File: src/rtl/mem_stage_sram_ctrl_pkg.sv
// Shared constants, FSM encoding and address helper for the MEM-stage SRAM controller.
// The pipeline side is 32 bits wide; the SRAM side is a 16-bit half-word bus.
package mem_stage_sram_ctrl_pkg;

  localparam int unsigned WORD_LEN        = 32;
  localparam int unsigned SRAM_ADDR_LEN   = 18;
  localparam int unsigned SRAM_DATA_LEN   = WORD_LEN / 2;
  localparam int unsigned WORD_IDX_LEN    = SRAM_ADDR_LEN - 1;
  localparam int unsigned WAIT_CYCLES_DEF = 2;
  localparam int unsigned BASE_ADDR_DEF   = 1024;

  typedef logic [1:0] state_t;

  localparam state_t StIdle = 2'd0;
  localparam state_t StLo   = 2'd1;
  localparam state_t StHi   = 2'd2;
  localparam state_t StDone = 2'd3;

  // Addresses below the base wrap around the SRAM word space by design.
  function automatic logic [WORD_IDX_LEN-1:0] sram_word(input logic [WORD_LEN-1:0] byte_addr,
                                                        input logic [WORD_LEN-1:0] base);
    return WORD_IDX_LEN'((byte_addr - base) >> 2);
  endfunction

endpackage

File: src/rtl/mem_stage_sram_ctrl_if.sv
// Pipeline-side request/response and SRAM-side bus signals of the MEM-stage controller.
// The slave modport is the controller's view; master is the pipeline/SRAM environment.
interface mem_stage_sram_ctrl_if;
  import mem_stage_sram_ctrl_pkg::*;

  logic                     mem_r_en;
  logic                     mem_w_en;
  logic [WORD_LEN-1:0]      addr;
  logic [WORD_LEN-1:0]      st_val;
  logic [WORD_LEN-1:0]      rd_data;
  logic                     ready;
  logic                     freeze;
  logic [SRAM_ADDR_LEN-1:0] sram_addr;
  logic [SRAM_DATA_LEN-1:0] sram_dq_out;
  logic                     sram_dq_oe;
  logic [SRAM_DATA_LEN-1:0] sram_dq_in;
  logic                     sram_we_n;
  logic                     sram_oe_n;

  modport slave (
    input  mem_r_en, mem_w_en, addr, st_val, sram_dq_in,
    output rd_data, ready, freeze, sram_addr, sram_dq_out, sram_dq_oe, sram_we_n, sram_oe_n
  );

  modport master (
    output mem_r_en, mem_w_en, addr, st_val, sram_dq_in,
    input  rd_data, ready, freeze, sram_addr, sram_dq_out, sram_dq_oe, sram_we_n, sram_oe_n
  );

endinterface

File: src/rtl/mem_stage_sram_ctrl_sram_wait_counter.sv
// Wait-state counter for one SRAM half-word phase: counts 0..WAIT_CYCLES-1 and wraps.
// last_o flags the final cycle of a phase.
module sram_wait_counter #(
  parameter int unsigned WAIT_CYCLES = 2
) (
  input  logic clk,
  input  logic rst,
  input  logic clr_i,
  input  logic en_i,
  output logic last_o
);

  localparam int unsigned CntW = $clog2(WAIT_CYCLES);

  logic [CntW-1:0] cnt_q, cnt_d;

  assign last_o = (cnt_q == CntW'(WAIT_CYCLES - 1));

  always_comb begin
    cnt_d = cnt_q;
    if (clr_i || (en_i && last_o)) begin
      cnt_d = '0;
    end else if (en_i) begin
      cnt_d = cnt_q + CntW'(1);
    end
  end

  always_ff @(posedge clk) begin
    if (rst) begin
      cnt_q <= '0;
    end else begin
      cnt_q <= cnt_d;
    end
  end

endmodule

File: src/rtl/mem_stage_sram_ctrl.sv
// MEM-stage data-memory controller: one 32-bit load/store as two 16-bit SRAM accesses
// with fixed wait states, freezing the pipeline while the access is in flight.
module mem_stage_sram_ctrl
  import mem_stage_sram_ctrl_pkg::*;
#(
  parameter int unsigned WAIT_CYCLES = WAIT_CYCLES_DEF,
  parameter int unsigned BASE_ADDR   = BASE_ADDR_DEF
) (
  input logic                  clk,
  input logic                  rst,
  mem_stage_sram_ctrl_if.slave ctrl_if
);

  state_t                   state_q, state_d;
  logic                     write_q, write_d;
  logic [WORD_IDX_LEN-1:0]  word_q, word_d;
  logic [SRAM_DATA_LEN-1:0] st_hi_q, st_hi_d;
  logic [WORD_LEN-1:0]      rd_data_q, rd_data_d;
  logic [SRAM_ADDR_LEN-1:0] sram_addr_q, sram_addr_d;
  logic [SRAM_DATA_LEN-1:0] sram_dq_out_q, sram_dq_out_d;

  logic req;
  logic in_phase;
  logic last;

  assign req      = ctrl_if.mem_r_en | ctrl_if.mem_w_en;
  assign in_phase = (state_q == StLo) || (state_q == StHi);

  sram_wait_counter #(
    .WAIT_CYCLES(WAIT_CYCLES)
  ) u_wait_counter (
    .clk   (clk),
    .rst   (rst),
    .clr_i (~in_phase),
    .en_i  (in_phase),
    .last_o(last)
  );

  always_comb begin
    logic [WORD_IDX_LEN-1:0] new_word;
    new_word      = sram_word(ctrl_if.addr, WORD_LEN'(BASE_ADDR));
    state_d       = state_q;
    write_d       = write_q;
    word_d        = word_q;
    st_hi_d       = st_hi_q;
    rd_data_d     = rd_data_q;
    sram_addr_d   = sram_addr_q;
    sram_dq_out_d = sram_dq_out_q;
    unique case (state_q)
      StIdle: begin
        if (req) begin
          state_d       = StLo;
          // Store wins when both enables are set.
          write_d       = ctrl_if.mem_w_en;
          word_d        = new_word;
          st_hi_d       = ctrl_if.st_val[WORD_LEN-1:SRAM_DATA_LEN];
          sram_addr_d   = {new_word, 1'b0};
          sram_dq_out_d = ctrl_if.st_val[SRAM_DATA_LEN-1:0];
        end
      end
      StLo: begin
        if (last) begin
          state_d       = StHi;
          sram_addr_d   = {word_q, 1'b1};
          sram_dq_out_d = st_hi_q;
          if (!write_q) begin
            rd_data_d[SRAM_DATA_LEN-1:0] = ctrl_if.sram_dq_in;
          end
        end
      end
      StHi: begin
        if (last) begin
          state_d = StDone;
          if (!write_q) begin
            rd_data_d[WORD_LEN-1:SRAM_DATA_LEN] = ctrl_if.sram_dq_in;
          end
        end
      end
      // A request still held here belongs to the access just finished.
      StDone: state_d = StIdle;
      default: state_d = StIdle;
    endcase
  end

  always_ff @(posedge clk) begin
    if (rst) begin
      state_q       <= StIdle;
      write_q       <= 1'b0;
      word_q        <= '0;
      st_hi_q       <= '0;
      rd_data_q     <= '0;
      sram_addr_q   <= '0;
      sram_dq_out_q <= '0;
    end else begin
      state_q       <= state_d;
      write_q       <= write_d;
      word_q        <= word_d;
      st_hi_q       <= st_hi_d;
      rd_data_q     <= rd_data_d;
      sram_addr_q   <= sram_addr_d;
      sram_dq_out_q <= sram_dq_out_d;
    end
  end

  assign ctrl_if.ready       = ((state_q == StIdle) && !req) || (state_q == StDone);
  assign ctrl_if.freeze      = ~ctrl_if.ready;
  assign ctrl_if.rd_data     = rd_data_q;
  assign ctrl_if.sram_addr   = sram_addr_q;
  assign ctrl_if.sram_dq_out = sram_dq_out_q;
  assign ctrl_if.sram_dq_oe  = in_phase & write_q;
  // we_n rises on the last cycle so address and data are stable at the strobe edge.
  assign ctrl_if.sram_we_n   = ~(in_phase & write_q & ~last);
  assign ctrl_if.sram_oe_n   = ~(in_phase & ~write_q);

endmodule

File: src/flat_wrapper.sv
// flat-port wrapper written by rule: the top's interface ports become plain ports
module mem_stage_sram_ctrl_flat import mem_stage_sram_ctrl_pkg::*;
#(
  parameter int unsigned WAIT_CYCLES = WAIT_CYCLES_DEF,
  parameter int unsigned BASE_ADDR   = BASE_ADDR_DEF
)
  (clk, rst, ctrl_if_mem_r_en, ctrl_if_mem_w_en, ctrl_if_addr, ctrl_if_st_val, ctrl_if_sram_dq_in, ctrl_if_rd_data, ctrl_if_ready, ctrl_if_freeze, ctrl_if_sram_addr, ctrl_if_sram_dq_out, ctrl_if_sram_dq_oe, ctrl_if_sram_we_n, ctrl_if_sram_oe_n);
  mem_stage_sram_ctrl_if ctrl_if_i ();
  input logic clk;
  input logic rst;
  input wire logic [$bits(ctrl_if_i.mem_r_en)-1:0] ctrl_if_mem_r_en;
  input wire logic [$bits(ctrl_if_i.mem_w_en)-1:0] ctrl_if_mem_w_en;
  input wire logic [$bits(ctrl_if_i.addr)-1:0] ctrl_if_addr;
  input wire logic [$bits(ctrl_if_i.st_val)-1:0] ctrl_if_st_val;
  input wire logic [$bits(ctrl_if_i.sram_dq_in)-1:0] ctrl_if_sram_dq_in;
  output wire logic [$bits(ctrl_if_i.rd_data)-1:0] ctrl_if_rd_data;
  output wire logic [$bits(ctrl_if_i.ready)-1:0] ctrl_if_ready;
  output wire logic [$bits(ctrl_if_i.freeze)-1:0] ctrl_if_freeze;
  output wire logic [$bits(ctrl_if_i.sram_addr)-1:0] ctrl_if_sram_addr;
  output wire logic [$bits(ctrl_if_i.sram_dq_out)-1:0] ctrl_if_sram_dq_out;
  output wire logic [$bits(ctrl_if_i.sram_dq_oe)-1:0] ctrl_if_sram_dq_oe;
  output wire logic [$bits(ctrl_if_i.sram_we_n)-1:0] ctrl_if_sram_we_n;
  output wire logic [$bits(ctrl_if_i.sram_oe_n)-1:0] ctrl_if_sram_oe_n;
  assign ctrl_if_i.mem_r_en = ctrl_if_mem_r_en;
  assign ctrl_if_i.mem_w_en = ctrl_if_mem_w_en;
  assign ctrl_if_i.addr = ctrl_if_addr;
  assign ctrl_if_i.st_val = ctrl_if_st_val;
  assign ctrl_if_i.sram_dq_in = ctrl_if_sram_dq_in;
  assign ctrl_if_rd_data = ctrl_if_i.rd_data;
  assign ctrl_if_ready = ctrl_if_i.ready;
  assign ctrl_if_freeze = ctrl_if_i.freeze;
  assign ctrl_if_sram_addr = ctrl_if_i.sram_addr;
  assign ctrl_if_sram_dq_out = ctrl_if_i.sram_dq_out;
  assign ctrl_if_sram_dq_oe = ctrl_if_i.sram_dq_oe;
  assign ctrl_if_sram_we_n = ctrl_if_i.sram_we_n;
  assign ctrl_if_sram_oe_n = ctrl_if_i.sram_oe_n;
  mem_stage_sram_ctrl #(.WAIT_CYCLES(WAIT_CYCLES), .BASE_ADDR(BASE_ADDR)) u_core (.clk(clk), .rst(rst), .ctrl_if(ctrl_if_i));
endmodule
File: config.mk
export PLATFORM = sky130hd
export DESIGN_NAME = mem_stage_sram_ctrl_flat
export DESIGN_NICKNAME = d
export VERILOG_FILES = /design/src/rtl/mem_stage_sram_ctrl_pkg.sv /design/src/rtl/mem_stage_sram_ctrl_if.sv /design/src/rtl/mem_stage_sram_ctrl_sram_wait_counter.sv /design/src/rtl/mem_stage_sram_ctrl.sv /design/src/flat_wrapper.sv
export SDC_FILE = /design/constraint.sdc
export NUM_CORES = 1
export LEC_CHECK = 0
export CAP_MARGIN = 20
export CORE_ASPECT_RATIO = 1.1
export CORE_MARGIN = 3
export CORE_UTILIZATION = 37
export CTS_CLUSTER_DIAMETER = 30
export CTS_CLUSTER_SIZE = 20
export DETAILED_ROUTE_END_ITERATION = 7
export PLACE_DENSITY = 0.74
export SETUP_SLACK_MARGIN = 0.02
export SLEW_MARGIN = 20
export SYNTH_ARGS = -nofsm -noshare
export SYNTH_HDL_FRONTEND = slang
export SYNTH_SLANG_ARGS = --single-unit
File: constraint.sdc
create_clock -name clk -period 2.1 [get_ports clk]
set_input_delay 0.315 -clock clk [delete_from_list [all_inputs] [get_ports clk]]
set_output_delay 0.315 -clock clk [all_outputs]
set_load 0.005 [all_outputs]
[Yosys cells after proc, flatten, opt, wreduce, memory -nomap -nowiden]
Index checks and enable logic that the tools add are counted.
W data, S select, Z words.
Storage, ports and cells
  register bits after elaboration: 103
  bits of input ports: 84
Operators by class
  equality and inequality tests: 6
  bitwise operators: 10
  $add $sub $neg: 2
  multiplexer cells: 10
  reductions and logical operators: 14
Operators with widths (count)
  $mux W18: 2
  $pmux W18 S2: 1
  $mux W16: 2
  $pmux W16 S2: 1
  $sub A19 B11 Y19 const B: 1
  $reduce_and A3 Y1: 4
  $pmux W2 S4: 1
  $mux W2: 3
  $not A1 Y1: 6
  $eq A2 B2 Y1 const B: 2
  $ne A2 B2 Y1 const B: 2
  $and A1 B1 Y1: 3
  $logic_or A1 B1 Y1: 3
  $eq A2 B1 Y1 const B: 1
  $logic_and A1 B1 Y1: 2
  $logic_not A2 Y1: 1
  $ne A2 B1 Y1 const B: 1
  $reduce_and A2 Y1: 1
  $reduce_bool A2 Y1: 1
  $reduce_or A2 Y1: 1
  $add A1 B1 Y1 const B: 1
  $logic_not A1 Y1: 1
  $or A1 B1 Y1: 1

[Longest topological paths before layout]
Gate-level depths: netlist (run 1).
  depth after elaboration: 5
  gate-level depth with buffers: 9
  gate-level depth less buffers: 6

[Hierarchy]
From an unflattened synthesis (run 1), not the netlist that was laid out.
Unflattened totals
  cell total of the unflattened synthesis: 493
  area, all modules: 4165.2 um^2
By module, submodules not included
  mem_stage_sram_ctrl: cells each 490, times used 1, seq. area each 2042.0 um^2, area an instance 4126.5 um^2
  sram_wait_counter: cells each 3, times used 1, seq. area each 20.0 um^2, area an instance 38.8 um^2

[Least setup slack after synthesis (run 1)]
No wires, ideal clock.
  path kind: reg-to-reg
  from: register u_core.state_q[1]
  to: register u_core.sram_addr_q[16], in the netlist u_core.ctrl_if.sram_addr[16]
  required time: 1.970 ns
  slack: 0.331 ns
  buffers on the path: 3
  arrival time: 1.639 ns
  cell stages (with the launch flop): 10
  cell sequence: dfxtp_1 > inv_1 > ha_1 > buf_4 > mux2i_1 > or2_1 > buf_2 > buf_6 > a31oi_1 > o41ai_2
On the way
  cells in the longest elaborated chain, start to end: 3
  elaborated cells on any way between the ends: 7
  those cells by class: eq/ne (3); mux (1); reduce/logical (3)
Ends and longest elaborated chain
  start: declaration: RTL line mem_stage_sram_ctrl.sv:14  | state_t state_q, state_d;
  start signal: assignment: RTL line mem_stage_sram_ctrl.sv:87  | state_q <= StIdle;
  start signal: assignment: RTL line mem_stage_sram_ctrl.sv:95  | state_q <= state_d;
  $eq A2 B1 Y1 / $logic_not A2 Y1 (equally long branches): RTL line mem_stage_sram_ctrl.sv:49  | unique case (state_q)
  $ne A2 B2 Y1 (no source line) (tied with other cells)
  $reduce_and A3 Y1 (no source line)
  end signal: assignment: RTL line mem_stage_sram_ctrl.sv:100  | sram_addr_q <= sram_addr_d;
  end: declaration: RTL line mem_stage_sram_ctrl.sv:19  | logic [SRAM_ADDR_LEN-1:0] sram_addr_q, sram_addr_d;
Several ways; a longest one is shown, not always the timed one.
A chain may end at the register's enable or synchronous reset.

[Final worst setup path (run 1)]
  from: register u_core.state_q[0]
  to: output port ctrl_if_sram_we_n
On the way
  cells in the longest elaborated chain, start to end: 5
  elaborated cells on any way between the ends: 6
  those cells by class: eq/ne (2); bitwise (3); reduce/logical (1)
Ends and longest elaborated chain
  $eq A2 B1 Y1 / $eq A2 B2 Y1 (equally long branches): RTL line mem_stage_sram_ctrl.sv:27  | assign in_phase = (state_q == StLo) || (state_q == StHi);
  $logic_or A1 B1 Y1 (*): RTL line mem_stage_sram_ctrl.sv:27
  $and A1 B1 Y1 (*) (2 in series): RTL line mem_stage_sram_ctrl.sv:112  | assign ctrl_if.sram_we_n = ~(in_phase & write_q & ~last);
  $not A1 Y1 (*): RTL line mem_stage_sram_ctrl.sv:112
  end: declaration: RTL line flat_wrapper.sv:22  | output wire logic [$bits(ctrl_if_i.sram_we_n)-1:0] ctrl_if_sram_we_n;
Every way passes the cells marked *; elsewhere a longest branch is shown, timed or not.

==> flow_summary.json, run 1 <==
{
  "end_kind": "primary output",
  "p_leak_uw": 0.00225,
  "p_seq_frac": 0.339,
  "yosys_warnings": 0,
  "mostFrequentLayoutCell": "clkdlybuf4s50_1",
  "syn_area_per_cell_um2": 8.47,
  "cts_tree": "done",
  "placed_area_um2": 5750,
  "p_int_uw": 5420,
  "worst_slew_pin_slew_ns": 0.616,
  "finalInstanceArea_um2": 6140,
  "grt_usage": 0.177,
  "drv_cap": 0,
  "cp.arrival_ns": 1.69,
  "synth-compound-area-share": 0.170,
  "die_h_um": 117,
  "die_x_um": 107,
  "cp_data_required_time_ns": 1.78,
  "drtIter0Drc": 165,
  "drc_errors": 0,
  "cts_buffers": 9,
  "cts-root-buf": "clkbuf_16",
  "synthAdderAreaFrac": 0.0180,
  "max_slew_margin": 0.589,
  "dieArea_um2": 12600,
  "period_needed_ns": 2.01,
  "pwr-share-clk": 0.223,
  "cts.sinks": 103,
  "core.rowCount": 40,
  "worst_slack_ns": 0.0914,
  "antenna_found_initial": 0,
  "worstSkewPairLatency_ns": 0.34,
  "netSwitchingFraction": 0.339,
  "post_drt_wl_per_cell_um": 14.4,
  "combPwrFrac": 0.439,
  "fin_crit_sh": 0.956,
  "port_buffers": 139,
  "finalWeightedCongestion": 0.740,
  "synth_top_area_share": 0.495,
  "dp_hpwl_um": 7750,
  "rsz0062_at_grt": "false",
  "worstHoldStart": "rst",
  "yosys_register_bits": 103,
  "hp-class": "in2reg",
  "grt-ovfl-total": 0,
  "yosysTopAreaCell": "dfxtp_1",
  "vdd_drop_max_v": 0.000643,
  "ys_seq_area_frac": 0.495,
  "h-tree-depth": 3,
  "cts.path.max_buffers": 2,
  "n_antenna_cell": 0,
  "antenna_left": 0,
  "grt_pass1_wl_um": 18200,
  "crit_start": "u_core.state_q[0]",
  "ioPinCount": 155,
  "powerDensity_nw_per_um2": 1330,
  "vias": 3822,
  "nFillCells": 983,
  "synth_xor_area_frac": 0.0105,
  "syn-instance-count": 492,
  "timing.hold.ws_ns": 0.406,
  "start_util": 0.380,
  "p_switching_uw": 2780,
  "core_um2": 11000,
  "reg2reg_from": "u_core.state_q[1]",
  "finalSetupViolCount": 0,
  "final_nets": 713,
  "synthMuxAreaShare": 0.0624,
  "slew_viol_final": 0,
  "multiInputGateArea_um2": 1960,
  "first_pass_iters": 4,
  "synthToLayoutAreaGrowth_pct": 47.4,
  "synth_nets": 582,
  "hold_viol_final": 0,
  "drive_gt1_frac": 0.0828,
  "first_global_vias": 3744,
  "grt_max_degree": 64,
  "routed_wl_um": 11200,
  "clkTransAtPathRegs_ns": 0.07,
  "synth_top_family_by_area": "simple AND/OR/NAND/NOR gates",
  "synth_simple_gate_area_share": 0.200,
  "synth.distinct_cells": 39,
  "avgViaCountPerCell": 4.93,
  "cp_max_fo": 4,
  "pre_cts_ws_ns": 0.0483,
  "synth_area_leaders": "dfxtp_1 49%, nand2_1 12%, a21oi_1 7.7%, mux2i_1 6.2%, a211oi_1 5.4%",
  "max_freq_mhz": 498,
  "criticalPathCategory": "reg2out",
  "finalClockSkew_ns": 0.00415,
  "seqCellArea_um2": 2060,
  "layout_common_cells": "136 x clkdlybuf4s50_1, 129 x nand2_1, 101 x dfxtp_1",
  "outcome": "finished, final reports clean",
  "startpoint_type": "register",
  "syn_area_um2": 4170,
  "finish.utilization": 0.561
}
-- cells by family after synthesis --
kind of cell | Yosys count
buf+inv | 42
simple gates | 195
xor+xnor | 5
fa+ha+maj | 6
compound gates | 115
mux | 26
flops | 103
-- state kept, by name (all words and copies together), names as in the netlist --
signal	cells
u_core.u_wait_counter.last_o	1
u_core.ctrl_if.rd_data	32
u_core.ctrl_if.sram_addr	18
u_core.st_hi_q	16
u_core.ctrl_if.sram_dq_out	16
u_core.word_q	17
u_core.state_q	2
u_core.write_q	1
-- synthesized netlist by cell type, drive strengths merged --
cell    instances
inv             7
o21a            2
buf            15
a21boi          1
nor3            7
o21bai          1
o221a           1
or2             2
o21ai           8
xnor2           5
dfxtp         103
a21oi          64
or3             1
nand2b          3
and3b           1
clkbuf         20
nand2         129
and2b           1
o41ai           4
mux2i          26
nor3b           4
ha              6
and2            3
nor2           39
a211oi         30
nor4            3
a31oi           2
a211o           2
nand3           2
-- worst max-delay path, stage by stage, from the launching register on --
cell,delay (ns)
dfxtp_2,0.33
inv_2,0.06
ha_4,0.25
and2_1,0.14
nand2b_1,0.07
clkdlybuf4s50_1,0.49
-- per-layer routing --
metal  share of wire  up-vias  GRT usage
met5               0        -          0
met4           0.015        0     0.0552
met3           0.047       13     0.0363
met2            0.50       99      0.304
met1            0.44     1782      0.221
li1                -     1928          -
-- worst paths after layout --
check	endpoint	slack [ns]	cells after the start
worst min register to register	u_core.ctrl_if.rd_data[17]	0.45	2
worst min-delay path	u_core.state_q[1]	0.41	2
worst max register to register	u_core.ctrl_if.sram_addr[17]	0.16	8
worst max-delay path	ctrl_if_sram_we_n	0.09	5
-- layout make-up --
class	instances	area share
well taps	147	0.0299
clock buffers	12	0.0417
clock inverters	4	0.0126
multi-input cells	347	0.319
flip-flops and latches	103	0.336
inverters	7	0.00428
repair buffers	155	0.256
-- power by group through the flow --
stage | Combinational [µW] | Clock, µW | Sequential (µW)
after global routing | 3980 | 1950 | 2840
after CTS | 3590 | 1870 | 2780
after detailed placement | 3520 | 0 | 2820
after global placement | 3430 | 0 | 2800
final | 3590 | 1820 | 2780
after floorplan | 1930 | 0 | 2800
-- stage by stage --
step / TNS, ns / instances / power, µW
after global routing: 0 / 775 / 8760
after CTS: -0.0598 / 775 / 8240
after global placement: 0 / 756 / 6220
after detailed placement: 0 / 756 / 6340
final: 0 / 775 / 8200
after floorplan: 0 / 492 / 4730
-- repair_timing --
action                     in CTS  in global routing
pin swaps                       2                  1
buffers inserted                3                  0
gates resized for setup         8                  4
hold buffers                    0                  0
gates cloned                    0                  0
setup endpoints to repair       5                  5
(Power assumes the default switching activity.)
==> inputs of run 2 (changes only) <==
Settings changed: CAP_MARGIN 20 to 5, CTS_CLUSTER_DIAMETER 30 to default.
==> results of run 2 <==
No change in the layout: final DEF, timing and power equal those of run 1.
==> inputs of run 3 (changes only) <==
Settings changed: SETUP_SLACK_MARGIN 0.02 to 0.1.
==> run 3 against run 2 <==
Against the previous run: sequential power barely moved; critical path depth up 2; power is 0.64% higher; register-to-register slack better by 0.15 ns; clock power hardly changed; clock skew about the same; hold slack better by 0.0052 ns; worst setup slack gained 0.012 ns.
==> flow_summary.json, run 3 (synthesis results as in run 1) <==
{
  "mostFrequentLayoutCell": "clkdlybuf4s50_1",
  "cp.arrival_ns": 1.68,
  "cts_tree": "done",
  "die_h_um": 117,
  "slowest_delay_ns": 0.35,
  "start_util": 0.380,
  "max_slew_margin": 0.589,
  "synthToLayoutAreaGrowth_pct": 48.2,
  "finish.utilization": 0.564,
  "timing.hold.ws_ns": 0.412,
  "ioPinCount": 155,
  "h-tree-depth": 3,
  "worst_slew_pin_slew_ns": 0.617,
  "slew_viol_final": 0,
  "finalSetupViolCount": 0,
  "largest_reg_flops": 32,
  "holdPathStages": 2,
  "drtIter0Drc": 165,
  "worstSkewPairLatency_ns": 0.34,
  "antenna_found_initial": 0,
  "drc_errors": 0,
  "drive_gt1_frac": 0.0859,
  "dieArea_um2": 12600,
  "hold-path-endpoint": "u_core.state_q[1]",
  "final_nets": 714,
  "vias": 3836,
  "crit_chain": "inv_4, ha_4, nor3b_4, or2_4, buf_4, inv_1, dlygate4sd2_1",
  "first_global_vias": 3744,
  "cp_max_fo": 3,
  "avgViaCountPerCell": 4.94,
  "period_needed_ns": 2.00,
  "grt-ovfl-total": 0,
  "grt_pass1_wl_um": 18200,
  "rsz0062_at_grt": "true",
  "cts.path.max_buffers": 2,
  "routed_wl_um": 11200,
  "die_x_um": 107,
  "powerDensity_nw_per_um2": 1340,
  "p_leak_uw": 0.00227,
  "n_antenna_cell": 0,
  "clkTransAtPathRegs_ns": 0.07,
  "dp_hpwl_um": 7750,
  "cp_data_required_time_ns": 1.78,
  "end_kind": "primary output",
  "cts_buffers": 9,
  "hold_viol_final": 0,
  "first_pass_iters": 4,
  "cts-root-buf": "clkbuf_16",
  "finalWeightedCongestion": 0.740,
  "reg2reg_slack_ns": 0.31,
  "antenna_left": 0,
  "hold_buffers": 0,
  "grt_usage": 0.177,
  "post_drt_wl_per_cell_um": 14.4,
  "reg2reg_from": "u_core.state_q[1]",
  "max_freq_mhz": 501,
  "criticalPathCategory": "reg2out",
  "layout_common_cells": "134 x clkdlybuf4s50_1, 128 x nand2_1, 101 x dfxtp_1",
  "startpoint_type": "register",
  "fin_crit_sh": 0.951,
  "worstHoldStart": "rst",
  "port_buffers": 139,
  "cts.sinks": 103,
  "hp-class": "in2reg",
  "core.rowCount": 40,
  "drv_cap": 0,
  "outcome": "finished, final reports clean",
  "grt_max_degree": 64,
  "r2r_cells": 9,
  "crit_path_top_delay_cell": "dfxtp_2",
  "crit_family": "buffers and inverters",
  "finalClockSkew_ns": 0.00423,
  "rr_endpoint": "u_core.ctrl_if.sram_dq_out[3]",
  "setup_tns_ns": 0,
  "critPathBufInv": 4,
  "vdd_drop_max_v": 0.000643,
  "core_um2": 11000
}
==> run 3: cell count changes in the layout (fill, tap and decap cells not counted), sizes merged <==
| cell | delta |
|---|---|
| clkdlybuf4s50 | -2 |
| buf | +1 |
| dlymetal6s2s | +2 |
==> run 3: final cells by class <==
class,count,area [µm²]
clock inverter,4,77.6
sequential,103,2060
fill,987,4780
multi-input combinational,347,1980
timing repair buffer,156,1590
tap,147,184
inverter,7,31.3
clock buffer,12,256
==> run 3: worst max-delay path by stage <==
stage                      startpoint                            to  cells past startpoint
CTS                 u_core.state_q[0]             ctrl_if_sram_we_n                      5
global route        u_core.state_q[1]                ctrl_if_freeze                      7
detailed placement   ctrl_if_mem_w_en                ctrl_if_freeze                      5
finish              u_core.state_q[1]                ctrl_if_freeze                      7
floorplan           u_core.state_q[1]  u_core.ctrl_if.sram_addr[16]                      9
global placement     ctrl_if_mem_r_en                ctrl_if_freeze                      5
==> run 3: repair_timing <==
| item | CTS | global route |
|---|---|---|
| resized for setup | 8 | 11 |
| setup endpoints to repair | 6 | 14 |
| hold endpoints to repair | 0 | 0 |
| pin swaps | 2 | 1 |
| setup buffers | 3 | 1 |
==> run 3: through the flow <==
stage          area [µm²]  setup slack, ns  cells  power [µW]
6_report             6180            0.104    776        8250
3_3_place_gp         5750           0.0497    756        6220
5_1_grt              6180           0.0468    776        8810
2_1_floorplan        4170            0.331    492        4730
3_5_place_dp         5750           0.0483    756        6340
4_1_cts              6120          -0.0311    775        8240
==> run 3: metal layers <==
layer | routed length, µm | vias to the layer above | part of all wire | track usage
met5 | 0 | - | 0 | 0
met1 | 4900 | 1789 | 0.44 | 0.221
li1 | - | 1932 | - | -
met3 | 544 | 13 | 0.049 | 0.0363
met2 | 5560 | 102 | 0.50 | 0.304
met4 | 167 | 0 | 0.015 | 0.0552
==> run 3: power breakdown <==
part,internal (µW),switching (µW)
logic,1840,1800
registers,2490,289
clock network,1110,713
